--- src/rtl/nitta_spi_slave_pu.sv ---
// NITTA processing unit bridging the computational network to an external SPI master,
// plus the host-side SPI master driver that shares the system clock.
module nitta_spi_slave_pu #(
  parameter int DATA_WIDTH     = 32,
  parameter int ATTR_WIDTH     = 4,
  parameter int SPI_DATA_WIDTH = 32,
  parameter int BUF_SIZE       = 10
) (
  input  logic                  clk,
  input  logic                  rst,
  input  logic                  signal_wr,
  input  logic [DATA_WIDTH-1:0] data_in,
  input  logic [ATTR_WIDTH-1:0] attr_in,
  input  logic                  signal_oe,
  output logic [DATA_WIDTH-1:0] data_out,
  output logic [ATTR_WIDTH-1:0] attr_out,
  input  logic                  mosi,
  output logic                  miso,
  input  logic                  sclk,
  input  logic                  cs
);
  localparam int AW = $clog2(BUF_SIZE);
  localparam int CW = $clog2(SPI_DATA_WIDTH + 1);
  localparam logic [AW-1:0] LAST = AW'(BUF_SIZE - 1);
  localparam logic [CW-1:0] FULL = CW'(SPI_DATA_WIDTH);

  logic [BUF_SIZE-1:0][DATA_WIDTH-1:0] transfer_in_buffer, send_buffer;
  logic [BUF_SIZE-1:0][DATA_WIDTH-1:0] receive_buffer, transfer_out_buffer;
  logic [AW-1:0]             wr_addr, oe_addr, spi_addr;
  logic [CW-1:0]             bit_cnt;
  logic [SPI_DATA_WIDTH-1:0] tx_sr, rx_sr;
  logic                      sclk_q, cs_q, miso_q;
  logic                      cs_fall, cs_rise, sclk_rise, sclk_fall;
  logic                      unused_attr;

  assign unused_attr = ^attr_in;
  assign attr_out    = '0;
  assign data_out    = signal_oe ? transfer_out_buffer[oe_addr] : '0;
  assign miso        = cs ? 1'b0 : miso_q;

  // sclk/cs are already in the clk domain, so edges are live vs. one-cycle-old values
  assign cs_fall   = cs_q & ~cs;
  assign cs_rise   = ~cs_q & cs;
  assign sclk_rise = ~sclk_q & sclk;
  assign sclk_fall = sclk_q & ~sclk;

  always_ff @(posedge clk or posedge rst) begin
    if (rst) begin
      transfer_in_buffer <= '0;
      wr_addr            <= '0;
      oe_addr            <= '0;
    end else begin
      if (signal_wr) begin
        transfer_in_buffer[wr_addr] <= data_in;
        wr_addr <= (wr_addr == LAST) ? '0 : wr_addr + AW'(1);
      end
      if (signal_oe)
        oe_addr <= (oe_addr == LAST) ? '0 : oe_addr + AW'(1);
    end
  end

  always_ff @(posedge clk or posedge rst) begin
    if (rst) begin
      send_buffer         <= '0;
      receive_buffer      <= '0;
      transfer_out_buffer <= '0;
      spi_addr            <= '0;
      bit_cnt             <= '0;
      tx_sr               <= '0;
      rx_sr               <= '0;
      sclk_q              <= 1'b0;
      cs_q                <= 1'b1;
      miso_q              <= 1'b0;
    end else begin
      sclk_q <= sclk;
      cs_q   <= cs;
      if (cs_fall) begin
        // same-cycle network write to this slot lands after this read
        tx_sr                 <= SPI_DATA_WIDTH'(transfer_in_buffer[spi_addr]);
        send_buffer[spi_addr] <= transfer_in_buffer[spi_addr];
        miso_q                <= transfer_in_buffer[spi_addr][DATA_WIDTH-1];
        bit_cnt               <= '0;
      end else if (cs_rise) begin
        if (bit_cnt == FULL) begin
          receive_buffer[spi_addr]      <= DATA_WIDTH'(rx_sr);
          transfer_out_buffer[spi_addr] <= DATA_WIDTH'(rx_sr);
          spi_addr <= (spi_addr == LAST) ? '0 : spi_addr + AW'(1);
        end
      end else if (!cs) begin
        if (sclk_rise) begin
          rx_sr   <= {rx_sr[SPI_DATA_WIDTH-2:0], mosi};
          bit_cnt <= bit_cnt + CW'(1);
        end else if (sclk_fall) begin
          tx_sr  <= tx_sr << 1;
          miso_q <= tx_sr[SPI_DATA_WIDTH-2];
        end
      end
    end
  end
endmodule


--- config.mk ---
export PLATFORM = sky130hd
export DESIGN_NAME = nitta_spi_slave_pu
export DESIGN_NICKNAME = d
export VERILOG_FILES = /design/src/rtl/nitta_spi_slave_pu.sv
export SDC_FILE = /design/constraint.sdc
export NUM_CORES = 1
export LEC_CHECK = 0
export ABC_CLOCK_PERIOD_IN_PS = 24600
export CORE_ASPECT_RATIO = 0.7
export CORE_UTILIZATION = 35
export CTS_CLUSTER_SIZE = 24
export DETAILED_ROUTE_END_ITERATION = 10
export PLACE_DENSITY_LB_ADDON = 0.12
export SYNTH_ARGS = -nofsm -noshare
export SYNTH_HDL_FRONTEND = slang
export SYNTH_SLANG_ARGS = --single-unit
--- constraint.sdc ---
create_clock -name clk -period 24.6 [get_ports clk]
set_clock_uncertainty 0.1 [all_clocks]
set_input_delay 4.92 -clock clk [delete_from_list [all_inputs] [get_ports clk]]
set_output_delay 4.92 -clock clk [all_outputs]
set_load 0.01 [all_outputs]
==> impl_metrics.yaml <==
run_status:
  outcome: "completed"
route:
  dr.first_iter.drc_count: 852
  first_pass_iters: 4
  routedWlPerCell_um: 23.63
  wl_mm: 81.21
  drc_errors: 0
  route.antenna.remaining_nets: 0
  vias: 17960
  avgViaCountPerCell: 5.225
floorplanning:
  die_y_um: 260.1
  start_util_pct: 35.39
  core_mm2: 0.09409
  io_pins: 80
  dieArea_mm2: 0.09640
  die_w_um: 370.7
  fp-row-count: 94
clock_network:
  cts.sinks: 724
  cts-hold-fix-buffers: 0
  cts-htree-levels: 3
  cts_inserted_buffers: 78
  clockBufferDepth: 3
  cts_repair_resize_count: 0
  clock_latency_ns: 0.65
  root_buffer: "clkbuf_16"
  cts_setup_buffers: 0
  clk_pin_slew_ns: 0.06
  cts_tree: "done"
final_layout:
  fillers: 8602
  register_area_mm2: 0.01813
  area_delta_synth_final_pct: 12.77
  fin_nets: 2177
  post_route_cells_drive_above_1_share_pct: 45.00
  antennaDiodeCount: 0
  final_cells: 3437
  multi_input_area_mm2: 0.01412
synth:
  synth-main-ff-cell: "dfrtp_1"
  synth-seq-area-share_pct: 54.41
  yosysWarnings: 0
  synth_edf_count: 0
  netlist_area_mm2: 0.03330
  syn_area_per_cell_um2: 15.52
  synth_top_area_cell: "dfrtp_1"
  synth_common_cells: "dfrtp_1 (723), mux2_2 (487), mux2_4 (150), mux4_2 (125), mux2i_1 (70)"
  ys_top_cells_by_area: "dfrtp_1 (54%), mux2_2 (16%), mux4_2 (8.5%)"
  yosysMostFrequentCell: "dfrtp_1"
  async_reset_ff_share_pct: 100.0
  yosysTopAreaCellShare_pct: 54.33
  synth-seq-cells: 724
  syn_inst: 2146
  yosysUniqueCellTypes: 55
grt:
  grt_max_degree: 172
  grtUsageTotal_pct: 17.30
  grt_overflow: 0
  grt_pass1_vias: 19640
  antenna_found_initial: 5
  grt_pass1_wl_mm: 126.5
sta:
  tns_ns: 0
  drv_slew: 0
  fmax_ghz: 0.07755
  tightestPinTransition_ns: 1.146
  finalCriticalPeriod_ns: 12.89
  grt_setup_unrepaired: "false"
  post-route-period-util_pct: 52.42
  holdWs_ns: 0.3790
  layout_setup_ws_ns: 11.71
  relSlewSlack_pct: 23.58
  hold_violations: 0
  finalSetupViolCount: 0
critical_path:
  required_ns: 19.58
  cp_max_fo: 18
  cp-end-kind: "output port"
  crit_type: "primary input to output port"
  r2r_slack_ns: 20.73
  start_kind: "primary input"
  cp.arrival_ns: 7.87
run:
  drv_cap: 0
worst_hold_path:
  hold_class: "flip-flop to flip-flop"
power:
  p_per_area_mw_per_mm2: 103.5
  p_leak_nw: 17.34
  peakVddDrop_v: 0.00007225
placed_design:
  gp_congestion: 0.6908
  pre_cts_ws_ns: 11.79
  dp_hpwl_mm: 42.78
  portBuffers: 71
  dp_cells: 3297
[layer usage]
| layer | part of all wire (%) | vias up | routed length (um) | GRT usage [%] |
|---|---|---|---|---|
| li1 | - | 7824 | - | - |
| met1 | 49 | 9776 | 40100 | 25.04 |
| met5 | 0.038 | - | 31 | 0 |
| met2 | 45 | 228 | 36920 | 26.69 |
| met4 | 2.0 | 6 | 1626 | 4.287 |
| met3 | 3.1 | 126 | 2528 | 3.198 |
[critical path, cell delays in order]
cell,delay [ns]
clkdlybuf4s50_1,0.59
nand3b_1,0.68
buf_4,0.54
o22ai_1,0.48
clkdlybuf4s50_1,0.65
[cell usage in the layout (no fill, tap or decap), types with 4 or more instances in the layout]
cell type        Yosys  routed
mux2_4             150     150
o22ai_1             33      33
a21oi_1             31      31
nand3_4              5       5
mux4_2             125     125
dfrtp_1            723     718
ha_1                 5       5
mux2_1              68      68
clkdlybuf4s50_1      0      71
clkbuf_8             0      22
clkbuf_1            68      16
clkinv_2             0      14
clkbuf_16            0      80
nor2b_1              8       6
nand2b_1             6       5
buf_4                7      35
mux2_2             487     487
dfrtp_4              0       4
inv_1               39      38
nor2_1              38      36
nand2_1             17      13
conb_1               1       4
xor2_1               4       4
o21ai_0             10      10
nand3_2              0       5
nand3_1             11       6
a22oi_1             30      30
nand2_2              0       4
mux2i_1             70      70
a221oi_2            30      30
nor3b_1              4       4
[flip-flops by register name, summed over array words and instances, names as in the netlist]
| name | flops |
|---|---|
| bit_cnt | 6 |
| cs_q | 1 |
| miso_q | 1 |
| oe_addr | 4 |
| rx_sr | 32 |
| sclk_q | 1 |
| spi_addr | 4 |
| transfer_in_buffer | 320 |
| transfer_out_buffer | 320 |
| tx_sr | 31 |
| wr_addr | 4 |
[path summary, 6_finish.rpt]
path | cells past startpoint | startpoint | endpoint
setup reg to reg | 6 | spi_addr[0]$_DFFE_PP0P_ | transfer_out_buffer[259]$_DFFE_PP0P_
min in group asynchronous | 2 | rst | transfer_out_buffer[282]$_DFFE_PP0P_
hold / removal | 1 | bit_cnt[5]$_DFFE_PP0P_ | bit_cnt[5]$_DFFE_PP0P_
hold reg to reg | 1 | bit_cnt[5]$_DFFE_PP0P_ | bit_cnt[5]$_DFFE_PP0P_
max in group asynchronous | 6 | rst | transfer_in_buffer[132]$_DFFE_PP0P_
setup / recovery | 5 | signal_oe | data_out[29]
[cells by family (layout without fill, tap and decap cells)]
group                    after synthesis  after routing  synth area share [%]
AND/OR/NAND/NOR                      110            110                 1.860
multiplexers                         900            900                 36.09
flip-flops                           724            724                 54.41
other                                  1              4               0.01126
AO/OA/AOI/OAI                        153            153                 3.739
adder cells (fa/ha/maj)                5              5                0.1879
XOR/XNOR                               7              7                0.1841
buffers and inverters                246            286                 3.521
[per-stage QoR]
| step | cell area [um2] | utilization, % | power (mW) |
|---|---|---|---|
| global route | 37550 | 39.91 | 4.104 |
| detailed placement | 34960 | 37.15 | 2.740 |
| global placement | 34960 | 37.15 | 2.693 |
| floorplan | 33320 | - | 2.481 |
| finish | 37550 | 39.91 | 3.887 |
| CTS | 37550 | 39.91 | 3.954 |
[where the power goes]
part / internal, mW / total, mW / switching (mW) / leakage, nW
clock network: 0.688 / 1.19 / 0.503 / 1.29
registers: 1.50 / 1.72 / 0.221 / 9.43
logic: 0.556 / 0.978 / 0.422 / 6.61
total: 2.74 / 3.89 / 1.15 / 17.3
[final cells by class]
cell class / count / area share, %
Clock inverter: 22 / 0.6131
Clock buffer: 118 / 6.297
Multi-Input combinational cell: 1179 / 37.59
Timing Repair Buffer: 107 / 2.646
Sequential cell: 724 / 48.29
Tap cell: 1248 / 4.158
Inverter: 39 / 0.3998
No activity file was read; power rests on OpenSTA's default activity.
==> RTL change 1: new RTL, same settings <==
Put a register stage on the outputs `data_out` and `miso`, without a reset. The values now appear one clock later. The other outputs are not delayed to match.
--- a/src/rtl/nitta_spi_slave_pu.sv
+++ b/src/rtl/nitta_spi_slave_pu.sv
@@ -35,8 +35,10 @@
 
   assign unused_attr = ^attr_in;
   assign attr_out    = '0;
-  assign data_out    = signal_oe ? transfer_out_buffer[oe_addr] : '0;
-  assign miso        = cs ? 1'b0 : miso_q;
+  always_ff @(posedge clk) begin
+    data_out <= signal_oe ? transfer_out_buffer[oe_addr] : '0;
+    miso     <= cs ? 1'b0 : miso_q;
+  end
 
   // sclk/cs are already in the clk domain, so edges are live vs. one-cycle-old values
   assign cs_fall   = cs_q & ~cs;
Check against the original RTL: not equivalent (Yosys sat finds a counterexample within 4 cycles, from zero or initial values and one cycle with rst high).
==> RTL change 1 against the unedited design <==
Area after synthesis fell by 0.10%. Sequential cell count rose by 33. Total power rose by 0.81%. Clock power rose by 3%. Setup slack gained 4.9 ns. Via count up 1.8%. Sequential share of layout area rose by 1.7 points. Die area shrank 0.10%. Sequential power is 3% higher. Worst hold slack worse by 0.018 ns. Design area is 0.19% higher. Wire length is essentially flat. Largest cell class unchanged.
==> RTL change 1: results (changes against the unedited design) <==
run status=completed; CP startpoint=cs; cell total after placement=3293 (-0.12%); CP max stage delay=0.91 ns (+0.23 ns); met1 WL=39490 µm (-1.5%); Routed wire per std cell=23.57 µm (-0.23%); initial antenna violation count=2 (-3); leakage power=16.79 nW (-3.1%); dpl hpwl=43280 µm (+1.2%); DRT iter0 DRCs=886 (+4.0%); nets=2175 (-0.092%); WP data arrival=8.40 ns (+0.53 ns); GP Congestion=0.7224 (+4.6%); r2r endpoint=tx_sr[12]; TritonRoute pass-1 iters=5 (+1); worst setup path end=transfer_out_buffer[85]; FF-to-FF setup slack=21.02 ns (+0.29 ns); Tightest Pin Transition=1.150 ns (+0.003518 ns); global-route wire length before repair=126700 µm (+0.15%); share of cells above drive strength 1=40.05% (-5.0 points); Synth Area in XOR/XNOR=0.1580% (-0.026 points); Async SR Flop Fraction=95.64% (-4.4 points); compound-gate portion of the synthesized area=4.054% (+0.32 points); hold_ws=0.3614 ns (-0.01767 ns); Net Sw Frac=28.82% (-0.64 points); met2 WL=37810 µm (+2.4%); number of global-route vias before repair=19750 (+0.57%); biggest regs=transfer_in_buffer: 320 flops, transfer_out_buffer: 320 flops; routed vias/inst=5.311 (+1.6%); Worst Slack Setup Final=16.63 ns (+4.924 ns); most frequent cells after synthesis=dfrtp_1 (723), mux2_2 (516), mux2_1 (157), mux4_2 (122), mux2i_1 (108); Seq/Total Area, Yosys=56.45% (+2.0 points); worst-path maximum fanout=32 (+14); Area after DPL=34940 µm² (about the same); CTS buffer count=80 (+2.6%); CP bufs+invs=1 (-2); wire length on met3=2230 µm (-12%); Hold Path Cell Cnt=2 (+1)
-- RTL change 1: power by group through the flow --
| stage | logic [W] | clock network [W] | registers, W |
|---|---|---|---|
| 2_1_floorplan | 0.000796 | 0 | 0.00168 |
| 3_3_place_gp | 0.000915 | 0 | 0.00177 |
| 3_5_place_dp | 0.000935 | 0 | 0.00179 |
| 4_1_cts | 0.000935 | 0.00127 | 0.00177 |
| 5_1_grt | 0.000991 | 0.00133 | 0.00181 |
| 6_report | 0.000917 | 0.00123 | 0.00177 |
-- RTL change 1: worst register-to-register path: stages, from the launching register on --
cell and delay [ns]:
dfrtp_4 0.82, buf_4 0.69, buf_4 0.71, mux4_2 0.65
a221o_1 0.37, o221a_2 0.12
-- RTL change 1: metal layers --
| layer | vias up | GRT usage (%) |
|---|---|---|
| met5 | - | 0 |
| met4 | 4 | 4.115 |
| met3 | 118 | 3.070 |
| met2 | 200 | 27.30 |
| met1 | 9992 | 24.96 |
| li1 | 7971 | - |
-- RTL change 1: area by class of cell --
| type | count | area, µm² | share of cell area (%) |
|---|---|---|---|
| Clock inverter | 36 | 369.1 | 0.9810 |
| Inverter | 10 | 41.29 | 0.1097 |
| Tap cell | 1248 | 1562 | 4.150 |
| Multi-Input combinational cell | 1164 | 13510 | 35.91 |
| Sequential cell | 757 | 18800 | 49.96 |
| Clock buffer | 114 | 2312 | 6.146 |
| Timing Repair Buffer | 114 | 1033 | 2.747 |
-- RTL change 1: kinds of logic after synthesis --
group,count (synthesis)
compound gates,166
xor+xnor,6
fa+ha+maj,5
buf+inv,224
flops,757
mux,903
other cells,1
simple gates,80
==> RTL change 2: new RTL, config.mk and constraints unchanged <==
Without the edit above. Change the parameter `SPI_DATA_WIDTH` from 32 to 64.
--- a/src/rtl/nitta_spi_slave_pu.sv
+++ b/src/rtl/nitta_spi_slave_pu.sv
@@ -3,7 +3,7 @@
 module nitta_spi_slave_pu #(
   parameter int DATA_WIDTH     = 32,
   parameter int ATTR_WIDTH     = 4,
-  parameter int SPI_DATA_WIDTH = 32,
+  parameter int SPI_DATA_WIDTH = 64,
   parameter int BUF_SIZE       = 10
 ) (
   input  logic                  clk,
Function: changed (a bounded check fails within 4 cycles, from zero or initial values and one cycle with rst high).
==> RTL change 2 against the unedited design <==
Cell count rose by 4.2%. Total power rose by 2.4%. Largest power group unchanged. Sequential share of layout area barely moved. Area after synthesis rose by 4.0%. Die area rose by 4.0%. Design area rose by 4.5%. Non-clock buffer count rose by 5. Critical endpoint is now data_out[3]. Wire length rose by 4.4%. Setup slack improved by 0.16 ns. Sequential cell count rose by 33. Critical path depth did not move. Fmax rose by 1.2%.
==> RTL change 2: results (changes against the unedited design) <==
nets=2240 (+2.9%); Setup WS pre-CTS=11.86 ns (+0.07370 ns); peak supply drop=50.52 µV (-30%); TritonRoute pass-1 iters=5 (+1); compound-gate portion of the synthesized area=3.897% (+0.16 points); ClkCell Share=7.211% (+0.30 points); Clk pwr share=32.2% (+1.6 points); worst-path maximum fanout=21 (+3); inverter count=8 (-79%); Worst Hold End=bit_cnt[6]; GR Util All Layers=17.31% (about the same); Area after DPL=36400 µm² (+4.1%); FF-to-FF setup slack=20.72 ns (about the same); Plain + repair buffers=112 (+4.7%); Die W=378.1 µm (+2.0%); DRT iter0 DRCs=1063 (+25%); multi-input combinational area share=37.52% (-0.075 points); n_diodes=1 (+1); FF/Latch Area=18960 µm² (+4.6%); CTS buffer count=82 (+5.1%); Multi-Input Combinational=1231 (+4.4%); run status=completed; Int Pwr=0.002862 W (+4.4%); via count=19010 (+5.8%); power in combinational cells=0.000927 W (-5.2%); WP data arrival=7.72 ns (-0.15 ns); leakage power=17.84 nW (+2.9%); post-synthesis adder-cell area fraction=0.1806% (-0.0073 points); dpl hpwl=45340 µm (+6.0%); global-route wire length before repair=131300 µm (+3.8%); r2r endpoint=transfer_out_buffer[112]; Worst Slack Setup Final=11.86 ns (+0.1559 ns); number of global-route vias before repair=20590 (+4.8%); Synth Area in XOR/XNOR=0.1517% (-0.032 points); count of cell types in the netlist=59 (+7.3%); fillers=8973 (+4.3%); GP Congestion=0.6919 (+0.16%); biggest regs=transfer_in_buffer: 320 flops, transfer_out_buffer: 320 flops, tx_sr: 63 flops; hold path start=bit_cnt[6]; Routed wire per std cell=23.67 µm (+0.18%)
[RTL change 2: cell types whose count changed in the layout (fill, tap and decap cells not counted), moves of 29 or more]
cell	change
nor2_1	-29
nor2b_1	+37
mux2_1	-53
a221oi_2	-30
mux2_2	+52
dfrtp_1	+33
inv_1	-31
[RTL change 2: metal layers]
layer	vias up	wire [µm]	global-route usage [%]
met2	297	38330	26.33
met5	-	27	0
met3	113	3359	3.375
met4	4	1583	4.005
met1	10400	41490	25.38
li1	8193	-	-
[RTL change 2: stage by stage]
| stage | instances | power [W] | util (%) | hold WS [ns] |
|---|---|---|---|---|
| after global routing | 3582 | 0.004194 | 40.03 | 0.4026 |
| after floorplan | 2215 | 0.002487 | - | 0.3371 |
| after detailed placement | 3431 | 0.002739 | 37.14 | 0.3629 |
| after CTS | 3581 | 0.004045 | 40.02 | 0.3790 |
| final | 3582 | 0.003982 | 40.03 | 0.3812 |
| after global placement | 3431 | 0.002695 | 37.14 | 0.3603 |
